`src/rtl/microseq_pkg.sv`:
```
// Shared sequencer types: opcode/register aliases, sequencer states and
// interrupt line indices (index 0 has highest priority).
package microseq_pkg;

  typedef logic [7:0] opcode_t;
  typedef logic [7:0] reg8_t;

  // Sequencer states; encodings are fixed so the RTL can mirror them as
  // plain localparam constants.
  typedef enum logic [1:0] {
    RUN    = 2'd0,
    HALTED = 2'd1,
    IRQ    = 2'd2
  } seq_state_t;

  // Interrupt line indices, highest priority first.
  localparam int IRQ_VBLANK = 0;
  localparam int IRQ_LCD    = 1;
  localparam int IRQ_TIMER  = 2;
  localparam int IRQ_SERIAL = 3;
  localparam int IRQ_JOYPAD = 4;

endpackage

```
`src/rtl/microseq_if.sv`:
```
// Decoder <-> sequencer bundle. The master side (decoder, flags, memory,
// interrupt controller) drives control inputs; the slave side (microseq)
// returns the instruction register, step and interrupt-dispatch status.
interface microseq_if #(
  parameter int STEP_W  = 3,
  parameter int IR_W    = 8,
  parameter int NUM_IRQ = 5,
  parameter int IDX_W   = $clog2(NUM_IRQ)
);

  // Driven by the master side.
  logic               stall;
  logic               done;
  logic               is_cond;
  logic               cond_true;
  logic [STEP_W-1:0]  next_cond;
  logic               prefix;
  logic               halt;
  logic               ime;
  logic [NUM_IRQ-1:0] irq_pending;
  logic [IR_W-1:0]    d_in;

  // Driven by the sequencer.
  logic [IR_W-1:0]    ir;
  logic               ir_prefix;
  logic [STEP_W-1:0]  step;
  logic               irq_active;
  logic [IDX_W-1:0]   irq_idx;
  logic [NUM_IRQ-1:0] irq_ack;
  logic               halted;
  logic               seq_err;

  modport master (
    output stall, done, is_cond, cond_true, next_cond, prefix, halt, ime,
           irq_pending, d_in,
    input  ir, ir_prefix, step, irq_active, irq_idx, irq_ack, halted, seq_err
  );

  modport slave (
    input  stall, done, is_cond, cond_true, next_cond, prefix, halt, ime,
           irq_pending, d_in,
    output ir, ir_prefix, step, irq_active, irq_idx, irq_ack, halted, seq_err
  );

endinterface

```
`src/rtl/microseq_irq_prio_enc.sv`:
```
// Fixed-priority encoder for interrupt requests: the lowest set index wins.
// Purely combinational so the interrupt controller can reuse it.
module irq_prio_enc #(
  parameter int NUM_IRQ = 5,
  parameter int IDX_W   = $clog2(NUM_IRQ)
) (
  input  logic [NUM_IRQ-1:0] i_req,
  output logic               o_valid,
  output logic [IDX_W-1:0]   o_idx,
  output logic [NUM_IRQ-1:0] o_onehot
);

  // Scan from the top so the last hit (lowest index) overrides.
  // NOTE: every output gets a default before the loop so no path leaves a
  // value unassigned, which would otherwise infer a latch.
  always_comb begin
    o_valid  = |i_req;
    o_idx    = '0;
    o_onehot = '0;
    for (int i = NUM_IRQ - 1; i >= 0; i--) begin
      if (i_req[i]) begin
        o_idx    = IDX_W'(i);
        o_onehot = '0;
        o_onehot[i] = 1'b1;
      end
    end
  end

endmodule

```
`src/rtl/microseq.sv`:
```
// Instruction sequencer: holds the instruction register and step counter,
// tracks CB-page prefixes, HALT, prioritised interrupt dispatch, memory
// stalls and step-counter wrap detection.
module microseq
  import microseq_pkg::*;
#(
  parameter int STEP_W  = 3,
  parameter int IR_W    = 8,
  parameter int NUM_IRQ = 5,
  parameter int IDX_W   = $clog2(NUM_IRQ)
) (
  input logic       clk,
  input logic       rst_n,
  microseq_if.slave bus
);

  localparam logic [1:0] ST_RUN    = RUN;
  localparam logic [1:0] ST_HALTED = HALTED;
  localparam logic [1:0] ST_IRQ    = IRQ;

  // Registered state.
  logic [1:0]         r_state;
  logic [IR_W-1:0]    r_ir;
  logic               r_ir_prefix;
  logic [STEP_W-1:0]  r_step;
  logic [IDX_W-1:0]   r_irq_idx;
  logic [NUM_IRQ-1:0] r_irq_ack;
  logic               r_seq_err;

  // Next-state values.
  logic [1:0]         w_state_nxt;
  logic [IR_W-1:0]    w_ir_nxt;
  logic               w_ir_prefix_nxt;
  logic [STEP_W-1:0]  w_step_nxt;
  logic [IDX_W-1:0]   w_irq_idx_nxt;
  logic [NUM_IRQ-1:0] w_irq_ack_nxt;
  logic               w_seq_err_nxt;

  // Interrupt selection.
  logic               w_sel_valid;
  logic [IDX_W-1:0]   w_sel_idx;
  logic [NUM_IRQ-1:0] w_sel_onehot;
  logic               w_take;

  irq_prio_enc #(
    .NUM_IRQ (NUM_IRQ),
    .IDX_W   (IDX_W)
  ) u_prio (
    .i_req    (bus.irq_pending),
    .o_valid  (w_sel_valid),
    .o_idx    (w_sel_idx),
    .o_onehot (w_sel_onehot)
  );

  assign w_take = bus.ime & w_sel_valid;

  // Next-state decode. A stall keeps every register as-is and lets irq_ack
  // fall back to zero; done/is_cond are not looked at while stalled.
  always_comb begin
    w_state_nxt     = r_state;
    w_ir_nxt        = r_ir;
    w_ir_prefix_nxt = r_ir_prefix;
    w_step_nxt      = r_step;
    w_irq_idx_nxt   = r_irq_idx;
    w_irq_ack_nxt   = '0;
    w_seq_err_nxt   = r_seq_err;

    if (!bus.stall) begin
      case (r_state)
        ST_RUN, ST_IRQ: begin
          if (bus.done) begin
            w_step_nxt = '0;
            if (r_state == ST_IRQ) begin
              // End of dispatch: resume with the re-fetched opcode. Pending
              // requests are deliberately not re-checked here.
              w_state_nxt     = ST_RUN;
              w_ir_nxt        = bus.d_in;
              w_ir_prefix_nxt = 1'b0;
            end else if (bus.prefix) begin
              // Prefix binds to the next opcode; no interrupt may split them.
              w_ir_nxt        = bus.d_in;
              w_ir_prefix_nxt = 1'b1;
            end else if (w_take) begin
              // Enter dispatch; the fetched opcode is dropped and refetched.
              w_state_nxt     = ST_IRQ;
              w_irq_idx_nxt   = w_sel_idx;
              w_irq_ack_nxt   = w_sel_onehot;
              w_ir_nxt        = '0;
              w_ir_prefix_nxt = 1'b0;
            end else if (bus.halt) begin
              w_state_nxt = ST_HALTED;
            end else begin
              w_ir_nxt        = bus.d_in;
              w_ir_prefix_nxt = 1'b0;
            end
          end else if (bus.is_cond && !bus.cond_true) begin
            w_step_nxt = bus.next_cond;
          end else begin
            w_step_nxt = r_step + 1'b1;
            if (&r_step) begin
              w_seq_err_nxt = 1'b1;
            end
          end
        end

        ST_HALTED: begin
          w_step_nxt = '0;
          if (w_take) begin
            w_state_nxt     = ST_IRQ;
            w_irq_idx_nxt   = w_sel_idx;
            w_irq_ack_nxt   = w_sel_onehot;
            w_ir_nxt        = '0;
            w_ir_prefix_nxt = 1'b0;
          end else if (w_sel_valid) begin
            // Wake without servicing: interrupts are masked by ime.
            w_state_nxt     = ST_RUN;
            w_ir_nxt        = bus.d_in;
            w_ir_prefix_nxt = 1'b0;
          end
        end

        default: begin
          // Unused encoding: fall back to RUN.
          w_state_nxt = ST_RUN;
          w_step_nxt  = '0;
        end
      endcase
    end
  end

  // State registers with asynchronous reset to NOP / RUN.
  // NOTE: sequential state uses non-blocking assignments so all registers
  // sample the same pre-edge values regardless of statement order.
  always_ff @(posedge clk or negedge rst_n) begin
    if (!rst_n) begin
      r_state     <= ST_RUN;
      r_ir        <= '0;
      r_ir_prefix <= 1'b0;
      r_step      <= '0;
      r_irq_idx   <= '0;
      r_irq_ack   <= '0;
      r_seq_err   <= 1'b0;
    end else begin
      r_state     <= w_state_nxt;
      r_ir        <= w_ir_nxt;
      r_ir_prefix <= w_ir_prefix_nxt;
      r_step      <= w_step_nxt;
      r_irq_idx   <= w_irq_idx_nxt;
      r_irq_ack   <= w_irq_ack_nxt;
      r_seq_err   <= w_seq_err_nxt;
    end
  end

  assign bus.ir         = r_ir;
  assign bus.ir_prefix  = r_ir_prefix;
  assign bus.step       = r_step;
  assign bus.irq_idx    = r_irq_idx;
  assign bus.irq_ack    = r_irq_ack;
  assign bus.seq_err    = r_seq_err;
  assign bus.irq_active = (r_state == ST_IRQ);
  assign bus.halted     = (r_state == ST_HALTED);

endmodule

```
`src/flat_wrapper.sv`:
```
// flat-port wrapper written by rule: the top's interface ports become plain ports
module microseq_flat import microseq_pkg::*;
#(
  parameter int STEP_W  = 3,
  parameter int IR_W    = 8,
  parameter int NUM_IRQ = 5,
  parameter int IDX_W   = $clog2(NUM_IRQ)
)
  (clk, rst_n, bus_stall, bus_done, bus_is_cond, bus_cond_true, bus_next_cond, bus_prefix, bus_halt, bus_ime, bus_irq_pending, bus_d_in, bus_ir, bus_ir_prefix, bus_step, bus_irq_active, bus_irq_idx, bus_irq_ack, bus_halted, bus_seq_err);
  microseq_if #(.STEP_W(STEP_W), .IR_W(IR_W), .NUM_IRQ(NUM_IRQ), .IDX_W(IDX_W)) bus_i ();
  input logic clk;
  input logic rst_n;
  input wire logic [$bits(bus_i.stall)-1:0] bus_stall;
  input wire logic [$bits(bus_i.done)-1:0] bus_done;
  input wire logic [$bits(bus_i.is_cond)-1:0] bus_is_cond;
  input wire logic [$bits(bus_i.cond_true)-1:0] bus_cond_true;
  input wire logic [$bits(bus_i.next_cond)-1:0] bus_next_cond;
  input wire logic [$bits(bus_i.prefix)-1:0] bus_prefix;
  input wire logic [$bits(bus_i.halt)-1:0] bus_halt;
  input wire logic [$bits(bus_i.ime)-1:0] bus_ime;
  input wire logic [$bits(bus_i.irq_pending)-1:0] bus_irq_pending;
  input wire logic [$bits(bus_i.d_in)-1:0] bus_d_in;
  output wire logic [$bits(bus_i.ir)-1:0] bus_ir;
  output wire logic [$bits(bus_i.ir_prefix)-1:0] bus_ir_prefix;
  output wire logic [$bits(bus_i.step)-1:0] bus_step;
  output wire logic [$bits(bus_i.irq_active)-1:0] bus_irq_active;
  output wire logic [$bits(bus_i.irq_idx)-1:0] bus_irq_idx;
  output wire logic [$bits(bus_i.irq_ack)-1:0] bus_irq_ack;
  output wire logic [$bits(bus_i.halted)-1:0] bus_halted;
  output wire logic [$bits(bus_i.seq_err)-1:0] bus_seq_err;
  assign bus_i.stall = bus_stall;
  assign bus_i.done = bus_done;
  assign bus_i.is_cond = bus_is_cond;
  assign bus_i.cond_true = bus_cond_true;
  assign bus_i.next_cond = bus_next_cond;
  assign bus_i.prefix = bus_prefix;
  assign bus_i.halt = bus_halt;
  assign bus_i.ime = bus_ime;
  assign bus_i.irq_pending = bus_irq_pending;
  assign bus_i.d_in = bus_d_in;
  assign bus_ir = bus_i.ir;
  assign bus_ir_prefix = bus_i.ir_prefix;
  assign bus_step = bus_i.step;
  assign bus_irq_active = bus_i.irq_active;
  assign bus_irq_idx = bus_i.irq_idx;
  assign bus_irq_ack = bus_i.irq_ack;
  assign bus_halted = bus_i.halted;
  assign bus_seq_err = bus_i.seq_err;
  microseq #(.STEP_W(STEP_W), .IR_W(IR_W), .NUM_IRQ(NUM_IRQ), .IDX_W(IDX_W)) u_core (.clk(clk), .rst_n(rst_n), .bus(bus_i));
endmodule
```
`config.mk`:
```
export PLATFORM = sky130hd
export DESIGN_NAME = microseq_flat
export DESIGN_NICKNAME = d
export VERILOG_FILES = /design/src/rtl/microseq_pkg.sv /design/src/rtl/microseq_if.sv /design/src/rtl/microseq_irq_prio_enc.sv /design/src/rtl/microseq.sv /design/src/flat_wrapper.sv
export SDC_FILE = /design/constraint.sdc
export NUM_CORES = 1
export LEC_CHECK = 0
export BUFFER_PORTS_ARGS = -buffer_cell sky130_fd_sc_hd__buf_2
export CAP_MARGIN = 30
export CORE_MARGIN = 1
export CORE_UTILIZATION = 42
export DETAILED_ROUTE_END_ITERATION = 10
export PLACE_DENSITY = 0.75
export SETUP_SLACK_MARGIN = 0.02
export SYNTH_ARGS = -nofsm -noshare
export SYNTH_HDL_FRONTEND = slang
export SYNTH_SLANG_ARGS = --single-unit
```
`constraint.sdc`:
```
create_clock -name clk -period 1.64 [get_ports clk]
set_input_delay 0.082 -clock clk [delete_from_list [all_inputs] [get_ports clk]]
set_output_delay 0.082 -clock clk [all_outputs]
set_load 0.05 [all_outputs]
```
# After elaboration in Yosys (flattened, before gate mapping)
# Index checks and enable logic that the tools add are counted.
# word_totals
reg_bits,23
input_bits,25
out_inout_bits,23
word_cells,79
# classes
addsub,1
eq_ne,9
mux,48
n_bitwise,4
n_reduce_logical,10
# ops
operator,count
2-to-1 mux 8 bit,7
2-to-1 mux 5 bit,10
2-to-1 mux 3 bit,12
one-hot mux 8 bit (2 select lines),1
AND reduction 5 bit,3
2-to-1 mux 2 bit,7
one-hot mux 5 bit (2 select lines),1
2-to-1 mux 1 bit,7
AND reduction 7 bit,1
inequality test 2 bit (second input constant),3
one-hot mux 3 bit (2 select lines),1
inequality test 5 x 4 -> 1 bit (second input constant),1
OR reduction 5 bit,1
inequality test 4 x 3 -> 1 bit (second input constant),1
one-hot mux 2 bit (2 select lines),1
adder 3 x 1 -> 3 bit (second input constant),1
inequality test 3 x 1 -> 1 bit (second input constant),1
inequality test 3 bit (second input constant),1
NOT 1 bit,3
== test 2 x 1 -> 1 bit (second input constant),1
== test 2 bit (second input constant),1
zero test 2 bit,1
one-hot mux 1 bit (2 select lines),1
nonzero test 2 bit,1
other kinds (4),4

# Longest topological paths before layout
# Gate-level depths: netlist (run 1).
# depth
depth_word,11
mapped_depth,6

# Hierarchy
# A second synthesis (run 1) with hierarchy kept.
# unflattened
hier_cells,103
area_unflattened_um2,1174.9
# by_module_without_submodules
mod,instances,cells_each,area_per_inst_um2,seq_area_each_um2
microseq,1,90,1101.1,575.6
irq_prio_enc,1,13,73.8,0.0

# Least setup slack after synthesis (run 1)
# OpenSTA, ideal clock, no wires.
# synth_timing
path_kind,register -> register
start,register u_core.r_state[1]
end,"register u_core.r_ir[0], in the netlist u_core.bus.ir[0]"
t_arrival_ns,1.981
t_required_ns,1.561
slack_ns,-0.421
path_stages_with_launch,7
n_path_buf,2
synth_period_minus_slack_ns,2.061
path_cell_list,dfrtp_1 -> clkbuf_1 -> nor2b_1 -> o22ai_1 -> a21oi_1 -> buf_2 -> mux2i_1
# synth_rtl
element,line_no,text
"start, declared",microseq.sv:22,logic [1:0] r_state;
"start signal, assigned",microseq.sv:144,r_state <= w_state_nxt;
== test 2 x 1 -> 1 bit *,--,
net bus_halted,flat_wrapper.sv:29,output wire logic [$bits(bus_i.halted)-1:0] bus_halted;
inequality test 3 x 1 -> 1 bit (no line) / nonzero test 2 bit (equally long branches),--,
AND reduction 5 bit (no line),--,
"end signal, assigned",microseq.sv:145,r_ir <= w_ir_nxt;
"end, declared",microseq.sv:23,logic [IR_W-1:0] r_ir;
# The timed path passes the listed nets; every way through them passes the cells marked *. The select of a mux whose other input is x is not followed.
# A chain may end at the register's enable or synchronous reset.

# Worst setup path in the final report (run 1)
# layout_timing
start,register u_core.r_state[1]
end,"register u_core.r_irq_idx[2], in the netlist u_core.bus.irq_idx[2]"
# layout_via
elab_chain_len,4
# layout_rtl
element,line_no,text
== test 2 bit / zero test 2 bit (equally long branches),"microseq.sv:69, microseq.sv:73",
OR reduction 2 bit,microseq.sv:69,case (r_state)
inequality test 2 bit (no line) / nonzero test 2 bit (equally long branches),--,
AND reduction 5 bit (no line),--,
"end signal, assigned",microseq.sv:148,r_irq_idx <= w_irq_idx_nxt;
"end, declared",microseq.sv:26,logic [IDX_W-1:0] r_irq_idx;
# Parallel ways exist; a longest one is shown, timed or not.

==> results of run 1 <==
## worst max path at each step
stage,endpoint,depth (start not counted),startpoint
floorplan,u_core.bus.irq_idx[0],4,u_core.r_state[0]
global placement,u_core.bus.irq_idx[1],5,bus_irq_pending[2]
detailed placement,u_core.bus.irq_idx[1],5,bus_irq_pending[2]
CTS,u_core.bus.irq_idx[2],2,u_core.r_state[1]
global route,u_core.bus.irq_ack[2],2,u_core.r_state[1]
finish,u_core.bus.irq_idx[2],2,u_core.r_state[1]
## cell families (layout without fill, tap and decap cells)
family,Yosys count,in the layout
buffers and inverters,15,69
muxes,13,13
adders and majority gates,2,2
and+or+nand+nor,40,40
AOI/OAI and AO/OA,15,15
DFF,23,23
## what timing repair did
item / 4_1_cts / 5_1_grt
endpoints found under the hold margin: 23 / 0
hold buffers: 1 / 0
gates resized for setup: 0 / 0
## state kept, by name, summed over array words and instances, names as in the netlist
register	cells
u_core.bus.irq_ack	5
u_core.bus.step	3
u_core.bus.ir	8
u_core.r_state	2
u_core.bus.ir_prefix	1
u_core.bus.seq_err	1
u_core.bus.irq_idx	3
## power by group through the flow
stage          Clock [mW]  Combinational, mW  Sequential, mW
5_1_grt             0.281              0.658           0.701
3_3_place_gp            0              0.603           0.702
2_1_floorplan           0              0.173           0.971
4_1_cts             0.261              0.620           0.692
3_5_place_dp            0              0.618           0.702
6_report            0.247              0.615           0.691
## per-stage QoR
stage	util, %	hold WS [ns]
floorplan	-	-0.214
global placement	57.3	0.0818
detailed placement	57.3	0.0835
CTS	58.8	0.00110
global route	58.8	0.00441
finish	58.8	0.00554
## synthesized netlist by cell type
library cell | count | area (um^2)
nand2_1 | 15 | 56.3
nor3_1 | 3 | 15.0
dfrtp_1 | 23 | 576
nor2_1 | 4 | 15.0
nand3b_1 | 1 | 7.51
a21oi_1 | 3 | 15.0
or3_1 | 1 | 6.26
o21ai_0 | 4 | 20.0
mux2_4 | 2 | 30.0
o21ai_2 | 1 | 8.76
a21boi_0 | 1 | 7.51
o41ai_1 | 1 | 8.76
or2_2 | 2 | 12.5
mux2i_1 | 11 | 110
inv_1 | 11 | 41.3
nand2b_1 | 1 | 6.26
o21bai_1 | 1 | 7.51
buf_6 | 1 | 11.3
ha_1 | 2 | 25.0
nor2b_1 | 5 | 31.3
clkbuf_1 | 1 | 3.75
or3b_2 | 1 | 8.76
buf_2 | 2 | 10.0
o41ai_2 | 1 | 16.3
nor4_1 | 2 | 12.5
nor3b_1 | 2 | 15.0
o22ai_1 | 2 | 12.5
o221ai_1 | 1 | 8.76
nor4b_1 | 1 | 8.76
or4_4 | 2 | 22.5
## tightest hold or removal path: stages
cell	delay, ns
buf_2	0.10
nand2_1	0.04
mux2i_1	0.05
## per-layer routing
metal  vias to the layer above  track usage [%]  wire [um]
li1                        478                -          -
met1                       455             22.6       1080
met2                        35             32.3       1080
met3                         8             3.11        146
met4                         0             9.21         65
met5                         -                0          0
## cells in the final DEF (no fill, tap or decap)
cell type	synthesis	final
o21ai_2	1	1
o22ai_1	2	2
nor2_1	4	4
a21oi_1	3	3
or3_1	1	1
nand2b_1	1	1
buf_4	0	6
nor4b_1	1	1
o41ai_2	1	1
nor4_1	2	2
mux2_4	2	2
mux2i_1	11	11
o21ai_0	4	4
o21bai_1	1	1
nor2b_2	0	1
nor3b_1	2	2
nor2b_1	5	3
nand3b_1	1	1
ha_1	2	2
dlygate4sd3_1	0	1
buf_2	2	47
clkbuf_4	0	3
or3b_2	1	1
inv_1	11	11
nor3_1	3	3
dfrtp_1	23	23
or2_2	2	2
clkbuf_1	1	1
a21boi_0	1	1
or4_4	2	2
o221ai_1	1	1
o41ai_1	1	1
nand2_1	15	15
nor2b_4	0	1
## area by class of cell
class | count | area (um^2)
fillers | 238 | 1030
flip-flops and latches | 23 | 576
multi-input cells | 70 | 498
repair buffers | 54 | 290
inverters | 11 | 41.3
well taps | 30 | 37.5
clock buffers | 4 | 26.3
==> flow_summary.toml, run 1 <==
[outcome]
status = "complete, no violations"

[sta]
fin_tns_setup_ns = 0
finalSetupViolCount = 0
rsz0062_at_grt = "no"
skew_ns = 0.00409
layout_setup_ws_ns = 0.0797
max_slew.worst_pin.slew_ns = 0.499
max_freq_ghz = 0.641
slew_viol_final = 0
post-route-period-util_pct = 95.1
relSlewSlack_pct = 66.7
hold_viol = 0
fin_crit_ns = 1.56

[global_routing]
overflow = 0
antenna_found_initial = 0
grt_pass1_vias = 919
grt_use_total_pct = 18.8
grt_pass1_wl_um = 3820
grt_max_degree = 24

[worst_setup_path]
r2r_end = "u_core.bus.irq_idx[2]"
rrSetupSlack_ns = 0.08
crit_type = "register to register"
critPathArrivalTime_ns = 1.75
crit_slowest_cell = "or4_4"
cp_top_family = "simple AND/OR/NAND/NOR gates"
worst-r2r-cell-count = 2
critPathBufInv = 0
worst_ep_required_time_ns = 1.83
start_kind = "register"
end_kind = "register"
slowest_delay_ns = 0.64
worstReg2RegStart = "u_core.r_state[1]"
crit_chain = "or4_4 -> o41ai_2"
crit_fanout = 9

[drt]
drtIter0Drc = 23
drtAntennaViolNets = 0
drcViolationCount = 0
vias = 976
avgRoutedWirePerCell_um = 12.3
routed_via_density = 5.08
drt-total-wl_um = 2370
firstDrtPassIters = 4

[logic_synthesis]
synth_cell_type_count = 30
synth_top_family_by_area = "simple AND/OR/NAND/NOR gates"
syn-cell-area_um2 = 1130
syn_avg_cell_area_um2 = 10.5
synth-simple-area-share_pct = 19.3
synthMuxAreaShare_pct = 12.4
yosysSeqAreaShare_pct = 50.9
yosys_warnings = 0
synth_compound_area_share_pct = 9.30
yosys.area_share.adder_pct = 2.21
synth_fp_nets = 135
ys_seq_elements = 23
syn_inst = 108
synthXorXnorAreaFrac_pct = 0

[final_layout]
antennaDiodeCount = 0
drive_gt1_share_pct = 41.4
final_nets = 190
final_cell_count_no_fill = 192
area_growth_syn_to_layout_pct = 30.0
fin_area_um2 = 1470

[clocking]
cts_sinks = 23
cts-htree-levels = 1
clk_pin_slew_worst_paths_ns = 0.12
clock_latency_ns = 0.30
cts_buffer_depth = 2
numCtsBuffers = 3
tritoncts = "yes"
clockRootBuffer = "clkbuf_4"
cts_setup_buffers = 0

[placed_design]
gp_congestion = 0.780
preCtsSetupSlack_ns = 0.0785
placed_cell_area_um2 = 1430
dp.final_hpwl_um = 1820
io_buffer_count = 47
dp.cells = 187

[die]
io_pins = 48
rows = 18
initial_core_util_pct = 45.2
die_y_um = 53.9
dieArea_um2 = 2900
core_um2 = 2500
die_w_um = 53.9

[power]
internal_power_uw = 917
power.share.switching_pct = 40.9
p_leak_nw = 0.815
vdd_drop_max_mv = 0.597
power_mw = 1.55
switching_power_uw = 636
combPwrFrac_pct = 39.6
clkPwrFrac_pct = 15.9
seqPwrFrac_pct = 44.5
p_per_area_nw_per_um2 = 1060

[worst_hold_path]
holdPathStages = 3
min_to = "u_core.bus.ir[0]"
min_path_type = "primary input to register"
worstHoldStart = "bus_d_in[0]"

[flow_run]
cap_violations = 0
Note: power is estimated with default switching activity, not from simulation.
==> inputs of run 2 (changes only) <==
==> constraint.sdc (replaced) <==
create_clock -name clk -period 1.2 [get_ports clk]
set_input_delay 0.06 -clock clk [delete_from_list [all_inputs] [get_ports clk]]
set_output_delay 0.06 -clock clk [all_outputs]
set_load 0.05 [all_outputs]
==> flow_summary.toml, run 2 (same netlist as run 1, synthesis figures left out) <==
[drt]
drcViolationCount = 0
drtIter0Drc = 8
vias = 1090
drt-total-wl_um = 2940
drtAntennaViolNets = 0
firstDrtPassIters = 4
routed_via_density = 4.93
avgRoutedWirePerCell_um = 13.3

[clocking]
cts_buffer_depth = 2
clk_pin_slew_worst_paths_ns = 0.13
clock_latency_ns = 0.31
cts_sinks = 23
clockRootBuffer = "clkbuf_4"
cts-htree-levels = 1
numCtsBuffers = 3
tritoncts = "yes"

[final_layout]
most-common-layout-cells = "buf_2, buf_4, dfrtp_1"
final_common_cell = "buf_2"
fin_area_um2 = 1890
area_growth_syn_to_layout_pct = 67.3
largest_reg_flops = 8
antennaDiodeCount = 0
final_nets = 219
drive_gt1_share_pct = 57.1

[sta]
finalSetupViolCount = 24
fin_crit_ns = 1.55
max_slew.worst_pin.slew_ns = 0.534
relSlewSlack_pct = 64.4
layout_setup_ws_ns = -0.352
skew_ns = 0.00477
timing.hold.ws_ns = 0.0139
rsz0062_at_grt = "yes"
fin_tns_setup_ns = -5.85
max_freq_ghz = 0.644
slew_viol_final = 0
hold_viol = 0
post-route-period-util_pct = 129

[outcome]
violations = "setup timing"
status = "complete, but fails checks"

[power]
p_per_area_nw_per_um2 = 1240
p_leak_nw = 0.976
power_mw = 2.34
vdd_drop_max_mv = 1.00

[flow_run]
cap_violations = 0

[placed_design]
placed_cell_area_um2 = 1590
dp.final_hpwl_um = 2010
gp_congestion = 0.817
io_buffer_count = 47

[die]
dieArea_um2 = 2900
initial_core_util_pct = 45.2
core_um2 = 2500
die_w_um = 53.9
die_y_um = 53.9
rows = 18
io_pins = 48

[worst_setup_path]
crit_fanout = 7
worstReg2RegStart = "u_core.r_state[0]"
worst_ep_required_time_ns = 1.41
end_kind = "register"
crit_type = "register to register"
start_kind = "register"
crit_start = "u_core.r_state[0]"
critPathArrivalTime_ns = 1.77

[worst_hold_path]
min_path_type = "primary input to register"
worstHoldStart = "bus_next_cond[0]"

[global_routing]
grt_pass1_vias = 1007
grt_use_met3_pct = 2.82
busiest_layer = "met2"
antenna_found_initial = 0
globalRouteMet2Util_pct = 36.6
overflow = 0
grt_use_total_pct = 21.0
grt_pass1_wl_um = 4250
grt_max_degree = 24
grtUsageMet1_pct = 25.0
-- run 2: cell types whose count changed in the layout (fill, tap and decap cells not counted), moves of 3 or more --
cell,delta
buf_4,+16
o21ai_0,-3
dfrtp_2,+4
dfrtp_1,-4
buf_6,+5
buf_2,-3
dlygate4sd3_1,+8
-- run 2: what timing repair did --
action,4_1_cts,5_1_grt
pin swaps,0,4
setup buffers,4,1
resized for setup,19,13
endpoints found under the hold margin,31,0
cloned,0,1
setup endpoints to repair,24,25
hold buffers,9,0
-- run 2: final timing paths --
| kind | endpoint | slack, ns | cells past startpoint |
|---|---|---|---|
| setup / recovery | u_core.bus.irq_idx[0] | -0.35 | 3 |
| hold / removal | u_core.bus.step[0] | 0.01 | 3 |
| setup reg to reg | u_core.bus.irq_idx[0] | -0.35 | 3 |
| hold reg to reg | u_core.bus.seq_err | 0.50 | 1 |
| max in group asynchronous | u_core.bus.step[0] | 0.57 | 2 |
| min in group asynchronous | u_core.bus.irq_idx[2] | 0.24 | 2 |
-- run 2: metal layers --
layer | vias up | routed length (um)
li1 | 535 | -
met1 | 514 | 1290
met2 | 36 | 1490
met3 | 5 | 122
met4 | 0 | 40
met5 | - | 0
-- run 2: critical path: stages, from the launching register on --
cell,delay (ns)
dfrtp_2,0.45
o21bai_4,0.07
or4_4,0.61
mux2_4,0.32
-- run 2: per-stage QoR --
stage               util (%)  std cells  setup WS, ns
floorplan                  -        108        -0.357
global placement        63.8        202        -0.315
detailed placement      63.8        202        -0.353
CTS                     72.0        219        -0.312
global route            75.6        221        -0.385
finish                  75.6        221        -0.352
-- run 2: area by class of cell --
class,count,area [um^2]
flip-flops and latches,23,581
repair buffers,83,592
clock buffers,3,22.5
fillers,164,609
clock inverters,1,5.00
multi-input cells,70,612
inverters,11,41.3
well taps,30,37.5
-- run 2: power breakdown --
group / switching (mW) / internal (mW) / leakage, nW
logic: 0.653 / 0.371 / 0.665
registers: 0.0701 / 0.885 / 0.293
clock network: 0.235 / 0.125 / 0.0177
==> inputs of run 3 (changes only) <==
--- a/config.mk
+++ b/config.mk
@@ -11,6 +11,7 @@
 export CORE_UTILIZATION = 42
 export DETAILED_ROUTE_END_ITERATION = 10
 export PLACE_DENSITY = 0.75
+export RECOVER_POWER = 25
 export SETUP_SLACK_MARGIN = 0.02
 export SYNTH_ARGS = -nofsm -noshare
 export SYNTH_HDL_FRONTEND = slang
==> constraint.sdc (replaced) <==
create_clock -name clk -period 1.2 [get_ports clk]
set_input_delay 0.06 -clock clk [delete_from_list [all_inputs] [get_ports clk]]
set_output_delay 0.06 -clock clk [all_outputs]
set_load 0.01 [all_outputs]
==> flow_summary.toml, run 3 (same netlist as run 1, synthesis figures left out) <==
[final_layout]
fin_util_pct = 73.0
seq_area_um2 = 578
largest_reg_flops = 8
fillerInstances = 177
final_common_cell = "buf_2"
final_nets = 217
most-common-layout-cells = "buf_2, dfrtp_1, buf_4"
multi_input_area_um2 = 599
area_growth_syn_to_layout_pct = 61.6
antennaDiodeCount = 0
drive_gt1_share_pct = 54.5
fin_area_um2 = 1830

[die]
io_pins = 48
die_w_um = 53.9
rows = 18
dieArea_um2 = 2900
die_y_um = 53.9
initial_core_util_pct = 45.2
core_um2 = 2500

[power]
vdd_drop_max_mv = 0.906
clkPwrFrac_pct = 18.7
switching_power_uw = 618
combPwrFrac_pct = 33.0
p_leak_nw = 0.966
p_per_area_nw_per_um2 = 1070
power_mw = 1.96
seqPwrFrac_pct = 48.3
power.share.switching_pct = 31.5
internal_power_mw = 1.34

[worst_setup_path]
rrSetupSlack_ns = -0.30
slowest_delay_ns = 0.56
worst_ep_required_time_ns = 1.42
crit_fanout = 7
crit_chain = "o21bai_4 -> or4_4 -> mux2_4"
crit_slowest_cell = "or4_4"
start_kind = "register"
end_kind = "register"
cp_top_family = "simple AND/OR/NAND/NOR gates"
worst-r2r-cell-count = 3
critPathArrivalTime_ns = 1.72
r2r_end = "u_core.bus.irq_idx[0]"
crit_type = "register to register"
worstReg2RegStart = "u_core.r_state[0]"
critPathBufInv = 0

[global_routing]
grt_max_degree = 24
overflow = 0
grt_pass1_vias = 1092
grt_pass1_wl_um = 4490
grt_use_total_pct = 21.5
antenna_found_initial = 0

[flow_run]
cap_violations = 0

[drt]
drtAntennaViolNets = 0
drt-total-wl_um = 2900
drcViolationCount = 0
vias = 1095
routed_via_density = 5.00
firstDrtPassIters = 4
drtIter0Drc = 17
avgRoutedWirePerCell_um = 13.2

[placed_design]
placed_cell_area_um2 = 1550
dp.final_hpwl_um = 1890
io_buffer_count = 47
gp_congestion = 0.835

[sta]
timing.hold.ws_ns = 0.0319
post-route-period-util_pct = 125
hold_viol = 0
fin_tns_setup_ns = -5.06
max_freq_ghz = 0.665
rsz0062_at_grt = "yes"
layout_setup_ws_ns = -0.304
skew_ns = 0.00648
fin_crit_ns = 1.50
relSlewSlack_pct = 61.9
finalSetupViolCount = 24
slew_viol_final = 0
max_slew.worst_pin.slew_ns = 0.572

[worst_hold_path]
min_to = "u_core.bus.step[0]"
worstHoldStart = "bus_next_cond[0]"
min_path_type = "primary input to register"
holdPathStages = 3

[clocking]
cts-htree-levels = 1
clockRootBuffer = "clkbuf_4"
cts_buffer_depth = 2
numCtsBuffers = 3
tritoncts = "yes"
clock_latency_ns = 0.31
cts_sinks = 23
clk_pin_slew_worst_paths_ns = 0.13

[outcome]
violations = "setup timing"
status = "complete, but fails checks"
run 3: worst max path at each step:
stage,startpoint,to,slack [ns],depth (start not counted)
3_5_place_dp,u_core.r_state[0],u_core.bus.ir[5],-0.34,5
6_report,u_core.r_state[0],u_core.bus.irq_idx[0],-0.30,3
4_1_cts,u_core.r_state[0],u_core.bus.irq_idx[0],-0.31,3
5_1_grt,u_core.r_state[0],u_core.bus.irq_idx[1],-0.34,3
3_3_place_gp,bus_irq_pending[2],u_core.bus.ir[3],-0.29,7
2_1_floorplan,u_core.r_state[0],u_core.bus.irq_idx[0],-0.34,4
run 3: final cells by class:
class / count / area share, %
tap: 30 / 2.06
multi-input combinational: 70 / 32.8
clock inverter: 1 / 0.274
sequential: 23 / 31.7
inverter: 11 / 2.26
clock buffer: 3 / 1.23
timing repair buffer: 81 / 29.7
run 3: power by group through the flow:
stage	Clock [mW]	Combinational [mW]	Sequential, mW
after floorplan	0	0.229	1.01
after global placement	0	0.532	0.959
after detailed placement	0	0.545	0.963
after CTS	0.363	0.618	0.949
after global routing	0.399	0.722	0.965
final	0.367	0.647	0.948
run 3: stage by stage:
stage	setup WS, ns	cells
detailed placement	-0.341	202
global route	-0.340	219
global placement	-0.292	202
floorplan	-0.344	108
finish	-0.304	219
CTS	-0.306	217
run 3: routing by layer:
metal | track usage, % | wire length, um
met1 | 27.4 | 1280
met4 | 7.02 | 21
met2 | 37.2 | 1430
met5 | 0 | 0
met3 | 2.82 | 162
run 3: tightest hold or removal path, stage by stage:
cell	delay (ns)
buf_2	0.07
a21oi_1	0.06
o21ai_2	0.12
run 3: what timing repair did:
item                                    CTS  global route
hold buffers                              9             0
endpoints found under the hold margin    31             0
endpoints found under the setup margin   24            24
cloned                                    1             0
resized for setup                        25             7
buffers inserted                          1             3
pin swaps                                 0             7
